[src/rtl/pipe_ctrl.sv]
// ---------------------------------------------------------------------------
// pipe_ctrl
//
// Stall/flush scheduler for the five-stage RV32 pipeline (IF, ID, EX, MEM,
// WB). It merges the load-use stall request, the EX-stage redirect, the data
// memory ready handshake and the halt/resume control into per-stage register
// enables, bubble flushes and the PC source select. It also runs a watchdog
// on outstanding data-memory accesses and a saturating count of stalled
// cycles.
//
// Parameters
//   WIDTH    width of the stall-cycle counter
//   TIMEOUT  MEM_WAIT cycles tolerated before the block faults (>= 2)
//
// Ports
//   clk_in             clock, rising edge
//   rst_in             asynchronous active-high reset
//   ifid_stall_req_in  load-use stall request from the hazard detector
//   ex_redirect_in     taken branch/jump resolved in EX
//   exmem_mem_req_in   instruction in MEM performs a load/store
//   dmem_ready_in      data memory completes the access this cycle
//   halt_in            ecall/ebreak present in WB
//   resume_in          debug resume pulse
//   pc_en_out          PC register enable
//   pc_sel_out         1 = redirect target, 0 = PC+4
//   ifid_en_out        IF/ID enable
//   ifid_flush_out     IF/ID loads a bubble
//   idex_en_out        ID/EX enable
//   idex_flush_out     ID/EX loads a bubble
//   exmem_en_out       EX/MEM enable
//   memwb_en_out       MEM/WB enable
//   halted_out         block is in HALT
//   fault_out          block is in FAULT (sticky until reset)
//   state_out          registered state: RUN=0, MEM_WAIT=1, HALT=2, FAULT=3
//   stall_cnt_out      saturating count of stalled cycles
// ---------------------------------------------------------------------------
module pipe_ctrl #(
   parameter int WIDTH   = 32,
   parameter int TIMEOUT = 16
) (
   input  logic             clk_in,
   input  logic             rst_in,
   input  logic             ifid_stall_req_in,
   input  logic             ex_redirect_in,
   input  logic             exmem_mem_req_in,
   input  logic             dmem_ready_in,
   input  logic             halt_in,
   input  logic             resume_in,
   output logic             pc_en_out,
   output logic             pc_sel_out,
   output logic             ifid_en_out,
   output logic             ifid_flush_out,
   output logic             idex_en_out,
   output logic             idex_flush_out,
   output logic             exmem_en_out,
   output logic             memwb_en_out,
   output logic             halted_out,
   output logic             fault_out,
   output logic [1:0]       state_out,
   output logic [WIDTH-1:0] stall_cnt_out
);

   typedef enum logic [1:0] {
      RUN      = 2'd0,
      MEM_WAIT = 2'd1,
      HALT     = 2'd2,
      FAULT    = 2'd3
   } state_t;

   // Pipeline control patterns the output decoder can select between.
   typedef enum logic [1:0] {
      PAT_FREEZE   = 2'd0,
      PAT_NORMAL   = 2'd1,
      PAT_REDIRECT = 2'd2,
      PAT_LOADUSE  = 2'd3
   } pattern_t;

   localparam int                WAIT_W    = (TIMEOUT > 2) ? $clog2(TIMEOUT) : 1;
   localparam logic [WAIT_W-1:0] WAIT_LAST = WAIT_W'(TIMEOUT - 1);
   localparam logic [WIDTH-1:0]  STALL_MAX = '1;

   state_t            state_q;
   state_t            state_d;
   logic [WAIT_W-1:0] waitCnt_q;
   logic [WAIT_W-1:0] waitCnt_d;
   logic [WIDTH-1:0]  stallCnt_q;
   logic [WIDTH-1:0]  stallCnt_d;

   logic              memMiss;
   pattern_t          issuePat;
   pattern_t          pattern;
   logic              pcEn;

   assign memMiss = exmem_mem_req_in & ~dmem_ready_in;

   // Pattern chosen once the memory stage is known to be able to advance.
   // Halt outranks the redirect, which outranks the load-use stall; a
   // load-use request seen together with a redirect comes from a wrong-path
   // instruction and is simply dropped. MEM_WAIT reuses this on the cycle
   // the memory answers, so hazards held by the frozen pipe act right away.
   always_comb begin
      issuePat = PAT_NORMAL;
      if (halt_in) begin
         issuePat = PAT_FREEZE;
      end else if (ex_redirect_in) begin
         issuePat = PAT_REDIRECT;
      end else if (ifid_stall_req_in) begin
         issuePat = PAT_LOADUSE;
      end
   end

   // State register: FSM state, watchdog count and stall count. Reset
   // returns everything to RUN from any state, including FAULT.
   always_ff @(posedge clk_in or posedge rst_in) begin
      if (rst_in) begin
         state_q    <= RUN;
         waitCnt_q  <= '0;
         stallCnt_q <= '0;
      end else begin
         state_q    <= state_d;
         waitCnt_q  <= waitCnt_d;
         stallCnt_q <= stallCnt_d;
      end
   end

   // Next-state logic. The watchdog is cleared when a miss first appears in
   // RUN and advances once per unanswered MEM_WAIT cycle; a ready in the
   // last allowed cycle still completes normally instead of faulting.
   always_comb begin
      state_d   = state_q;
      waitCnt_d = waitCnt_q;
      unique case (state_q)
         RUN: begin
            if (memMiss) begin
               state_d   = MEM_WAIT;
               waitCnt_d = '0;
            end else if (halt_in) begin
               state_d = HALT;
            end
         end
         MEM_WAIT: begin
            if (dmem_ready_in) begin
               state_d = halt_in ? HALT : RUN;
            end else if (waitCnt_q == WAIT_LAST) begin
               state_d = FAULT;
            end else begin
               waitCnt_d = waitCnt_q + WAIT_W'(1);
            end
         end
         HALT: begin
            if (resume_in) begin
               state_d = RUN;
            end
         end
         FAULT: begin
            state_d = FAULT;
         end
         default: begin
            state_d = RUN;
         end
      endcase
   end

   // Output pattern selection (Mealy): depends on the registered state and
   // the current inputs so stalls and flushes act in the same cycle. A
   // resume lets the halting instruction retire on that very cycle.
   always_comb begin
      pattern = PAT_FREEZE;
      unique case (state_q)
         RUN: begin
            pattern = memMiss ? PAT_FREEZE : issuePat;
         end
         MEM_WAIT: begin
            pattern = dmem_ready_in ? issuePat : PAT_FREEZE;
         end
         HALT: begin
            pattern = resume_in ? PAT_NORMAL : PAT_FREEZE;
         end
         default: begin
            pattern = PAT_FREEZE;
         end
      endcase
   end

   // Pattern decode. While reset is held every control output is forced
   // low so the pipeline registers stay put until the scheduler is live.
   always_comb begin
      pcEn           = 1'b0;
      pc_sel_out     = 1'b0;
      ifid_en_out    = 1'b0;
      ifid_flush_out = 1'b0;
      idex_en_out    = 1'b0;
      idex_flush_out = 1'b0;
      exmem_en_out   = 1'b0;
      memwb_en_out   = 1'b0;
      if (!rst_in) begin
         unique case (pattern)
            PAT_NORMAL: begin
               pcEn         = 1'b1;
               ifid_en_out  = 1'b1;
               idex_en_out  = 1'b1;
               exmem_en_out = 1'b1;
               memwb_en_out = 1'b1;
            end
            PAT_REDIRECT: begin
               pcEn           = 1'b1;
               pc_sel_out     = 1'b1;
               ifid_en_out    = 1'b1;
               ifid_flush_out = 1'b1;
               idex_en_out    = 1'b1;
               idex_flush_out = 1'b1;
               exmem_en_out   = 1'b1;
               memwb_en_out   = 1'b1;
            end
            PAT_LOADUSE: begin
               // Hold PC and IF/ID, inject a bubble into ID/EX, let the
               // older instructions drain.
               idex_en_out    = 1'b1;
               idex_flush_out = 1'b1;
               exmem_en_out   = 1'b1;
               memwb_en_out   = 1'b1;
            end
            default: begin
            end
         endcase
      end
   end

   // Stall counter: counts cycles where the PC is held while the pipeline
   // is live (RUN or MEM_WAIT); halted or faulted cycles are not stalls.
   // It saturates rather than wrapping.
   always_comb begin
      stallCnt_d = stallCnt_q;
      if (((state_q == RUN) || (state_q == MEM_WAIT)) && !pcEn
          && (stallCnt_q != STALL_MAX)) begin
         stallCnt_d = stallCnt_q + WIDTH'(1);
      end
   end

   assign pc_en_out     = pcEn;
   assign halted_out    = (state_q == HALT) & ~rst_in;
   assign fault_out     = (state_q == FAULT) & ~rst_in;
   assign state_out     = state_q;
   assign stall_cnt_out = stallCnt_q;

endmodule
[config.mk]
export PLATFORM = sky130hd
export DESIGN_NAME = pipe_ctrl
export DESIGN_NICKNAME = d
export VERILOG_FILES = /design/src/rtl/pipe_ctrl.sv
export SDC_FILE = /design/constraint.sdc
export NUM_CORES = 1
export LEC_CHECK = 0
export CAP_MARGIN = 30
export CORE_ASPECT_RATIO = 0.9
export CORE_MARGIN = 10
export CORE_UTILIZATION = 30
export CTS_CLUSTER_SIZE = 12
export DETAILED_ROUTE_END_ITERATION = 6
export SYNTH_ARGS = -nofsm -noshare
export SYNTH_HDL_FRONTEND = slang
export SYNTH_SLANG_ARGS = --single-unit
[constraint.sdc]
create_clock -name clk_in -period 2.7 [get_ports clk_in]
set_input_delay 0.405 -clock clk_in [delete_from_list [all_inputs] [get_ports clk_in]]
set_output_delay 0.405 -clock clk_in [all_outputs]
set_load 0.01 [all_outputs]
==> results of run 1 <==
==> per-stage QoR <==
step | std cells | setup TNS [ns] | power [W]
finish | 363 | 0 | 0.00180
global route | 363 | -0.0931 | 0.00192
floorplan | 202 | 0 | 0.00105
global placement | 355 | -4.18 | 0.00134
CTS | 363 | 0 | 0.00182
detailed placement | 355 | -5.74 | 0.00135
==> state kept, by name, summed over array words and instances (netlist names) <==
name / cells
stall_cnt_out: 32
state_out: 2
waitCnt_q: 4
==> cell type report <==
| cell class | count | area (sq um) | share of cell area |
|---|---|---|---|
| clock buffer | 8 | 110 | 0.0382 |
| tap | 90 | 113 | 0.0391 |
| timing repair buffer | 70 | 658 | 0.228 |
| inverter | 9 | 33.8 | 0.0117 |
| multi-input combinational | 148 | 1010 | 0.352 |
| sequential | 38 | 951 | 0.330 |
==> worst max-delay path by stage <==
stage               slack, ns                     start  depth (start not counted)                       endpoint
global placement        -0.30                   halt_in                          8                    ifid_en_out
global route            -0.09            ex_redirect_in                         11  stall_cnt_out[24]$_DFFE_PP0P_
CTS                      0.04                   halt_in                          8                   memwb_en_out
floorplan                0.08  state_out[0]$_DFFE_PP0P_                          9  stall_cnt_out[15]$_DFFE_PP0P_
finish                   0.13            ex_redirect_in                          8                    ifid_en_out
detailed placement      -0.36                   halt_in                          8                      pc_en_out
==> cells in the final DEF, fill, tap and decap left out, types with 2 or more instances in the layout <==
cell             instances
nor3_1                  10
clkdlybuf4s50_1         46
nor3_2                   4
nand2_1                 11
o21ai_0                  4
dlygate4sd2_1            2
buf_4                   19
dfrtp_1                 38
or4_4                    2
nor2_1                  16
xor2_1                  13
nor2b_1                  2
nand2b_1                 4
and4_1                   3
ha_1                     3
inv_1                    9
and3_1                   7
clkbuf_8                 8
nand3_1                 13
nand4_1                  9
a31oi_1                  2
xnor2_1                 14
a21oi_1                  6
dlymetal6s2s_1           3
==> power breakdown <==
part           leakage, nW  switching (W)  total [W]  internal [W]
Clock               0.0575       0.000197   0.000455      0.000258
Combinational        0.739       0.000276   0.000606      0.000330
Sequential           0.484      0.0000913   0.000739      0.000648
==> cell families after synthesis <==
| logic type | Yosys count | share of synthesized area |
|---|---|---|
| XOR/XNOR | 27 | 0.119 |
| adder cells (fa/ha/maj) | 3 | 0.0189 |
| flip-flops | 38 | 0.479 |
| buffers and inverters | 16 | 0.0384 |
| AO/OA/AOI/OAI | 20 | 0.0630 |
| multiplexers | 3 | 0.0183 |
| AND/OR/NAND/NOR | 95 | 0.263 |
==> worst max-delay path, stage by stage <==
cell             delay (ns)
clkdlybuf4s50_1        0.43
nor3_2                 0.19
nand2b_1               0.08
a21oi_1                0.14
a21oi_1                0.07
ha_1                   0.29
nor2b_4                0.25
dlygate4sd2_1          0.31
==> per-layer routing <==
layer	track usage	up-vias	wire [microns]
met4	0.0333	0	110
met5	0	-	0
met1	0.118	833	2260
met2	0.168	37	2540
li1	-	854	-
met3	0.0358	11	271
==> what timing repair did <==
action / CTS / global route
endpoints found under the setup margin: 10 / 15
resized for setup: 5 / 13
pin swaps: 0 / 2
==> impl_metrics.yaml, run 1 <==
grt:
  gr-total-overflow: 0
  grt_first_pass_wirelength_microns: 8690
  antenna_found_initial: 0
  grt_max_degree: 39
  track_usage: 0.101
  grt_pass1_vias: 1752
routing:
  wl_per_cell_microns: 14.3
  first_pass_iters: 5
  routed_wl_microns: 5190
  dr_total_vias: 1735
  route.detailed.drc: 0
  first_iter_violations: 57
  via_per_inst: 4.78
  postRouteAntennaNets: 0
floorplan:
  io_pins: 52
  dieArea_sq_mm: 0.0103
  initial_core_util: 0.305
  core_area_sq_mm: 0.00652
  rows: 28
  die_h_microns: 97.2
  die_x_microns: 106
synth:
  synthDistinctLibCells: 40
  seq_area_frac_synth: 0.479
  avgSynthCellArea_sq_um: 9.83
  synth_common_cells: "38 x dfrtp_1, 17 x nor2_1, 14 x nand3_1, 14 x nor3_1, 14 x xnor2_1"
  synth_async_sr_flop_share: 1.00
  netlist_area_sq_mm: 0.00199
  netlist.area_leader.share: 0.479
  synth_cells: 202
  ys_ff_latch: 38
  synth_top_area_cell: "dfrtp_1"
  synth_area_leaders: "dfrtp_1 48%, xnor2_1 6.2%, xor2_1 5.7%"
  ys.flop_type: "dfrtp_1"
  yosys_warnings: 0
  synth_edf_count: 0
  synth_fp_nets: 213
  synth_most_common_cell: "dfrtp_1"
cells_and_area:
  utilization: 0.442
  syn_to_final_growth_pct: 45.1
  fin_area_sq_mm: 0.00288
  layout-drive-gt1-share: 0.158
  antenna_cells: 0
  nets: 283
  nFillCells: 646
power_and_ir_drop:
  p_per_area_mw_per_mm2: 625
  ir_drop_mv: 0.185
  leakagePower_nw: 1.28
critical_path:
  cp_max_fo: 7
  cp_data_required_time_ns: 2.30
  timing.rr.start: "stall_cnt_out[9]$_DFFE_PP0P_"
  rrSetupSlack_ns: 0.26
  crit_path_end_kind: "output pin"
  critical_path_arrival_ns: 2.17
  worstSetupStartpointType: "input pin"
  critPathKind: "in2out"
  r2r_end: "stall_cnt_out[1]$_DFFE_PP0P_"
  reg2reg_depth: 5
min_path:
  min_to: "stall_cnt_out[31]$_DFFE_PP0P_"
  hp-start: "stall_cnt_out[31]$_DFFE_PP0P_"
  hold_path.class: "reg2reg"
  hold-path-cell-count: 1
job:
  cap_violations: 0
timing:
  min_period_ns: 2.57
  setup_ws_ns: 0.129
  worst_hold_slack_ns: 0.490
  tightest_slew_ns: 0.662
  slew_viol_final: 0
  hold_viol: 0
  max_freq_mhz: 389
  layout_worst_path_cycle_share: 0.952
  slew_headroom: 0.555
  fin_worst_skew_ns: 0.00877
  finalSetupViolCount: 0
placement:
  place.gp.congestion: 0.764
  dpl.hpwl_microns: 3930
  dpl_worst_slack_ns: -0.358
  io_buffers: 51
  placed_cell_area_sq_mm: 0.00271
cts:
  postCtsSetupRepairBufs: 0
  hold_buffers: 0
  insertion_delay_ns: 0.29
  cts-root-buf: "clkbuf_8"
  clockBufferDepth: 2
  cts.clk_slew.worst_paths_ns: 0.08
  numCtsBuffers: 5
  cts_htree_levels: 2
  cts_tree: "built"
  clock-sinks: 38
run_status:
  status: "complete, no violations"
Power figures use the tool's default switching activity.
==> inputs of run 2 (changes only) <==
- CTS_CLUSTER_DIAMETER: default -> 150
- SLEW_MARGIN: default -> 30
==> results of run 2 <==
Same layout as run 1: the final DEF is identical, and so are final timing and power.
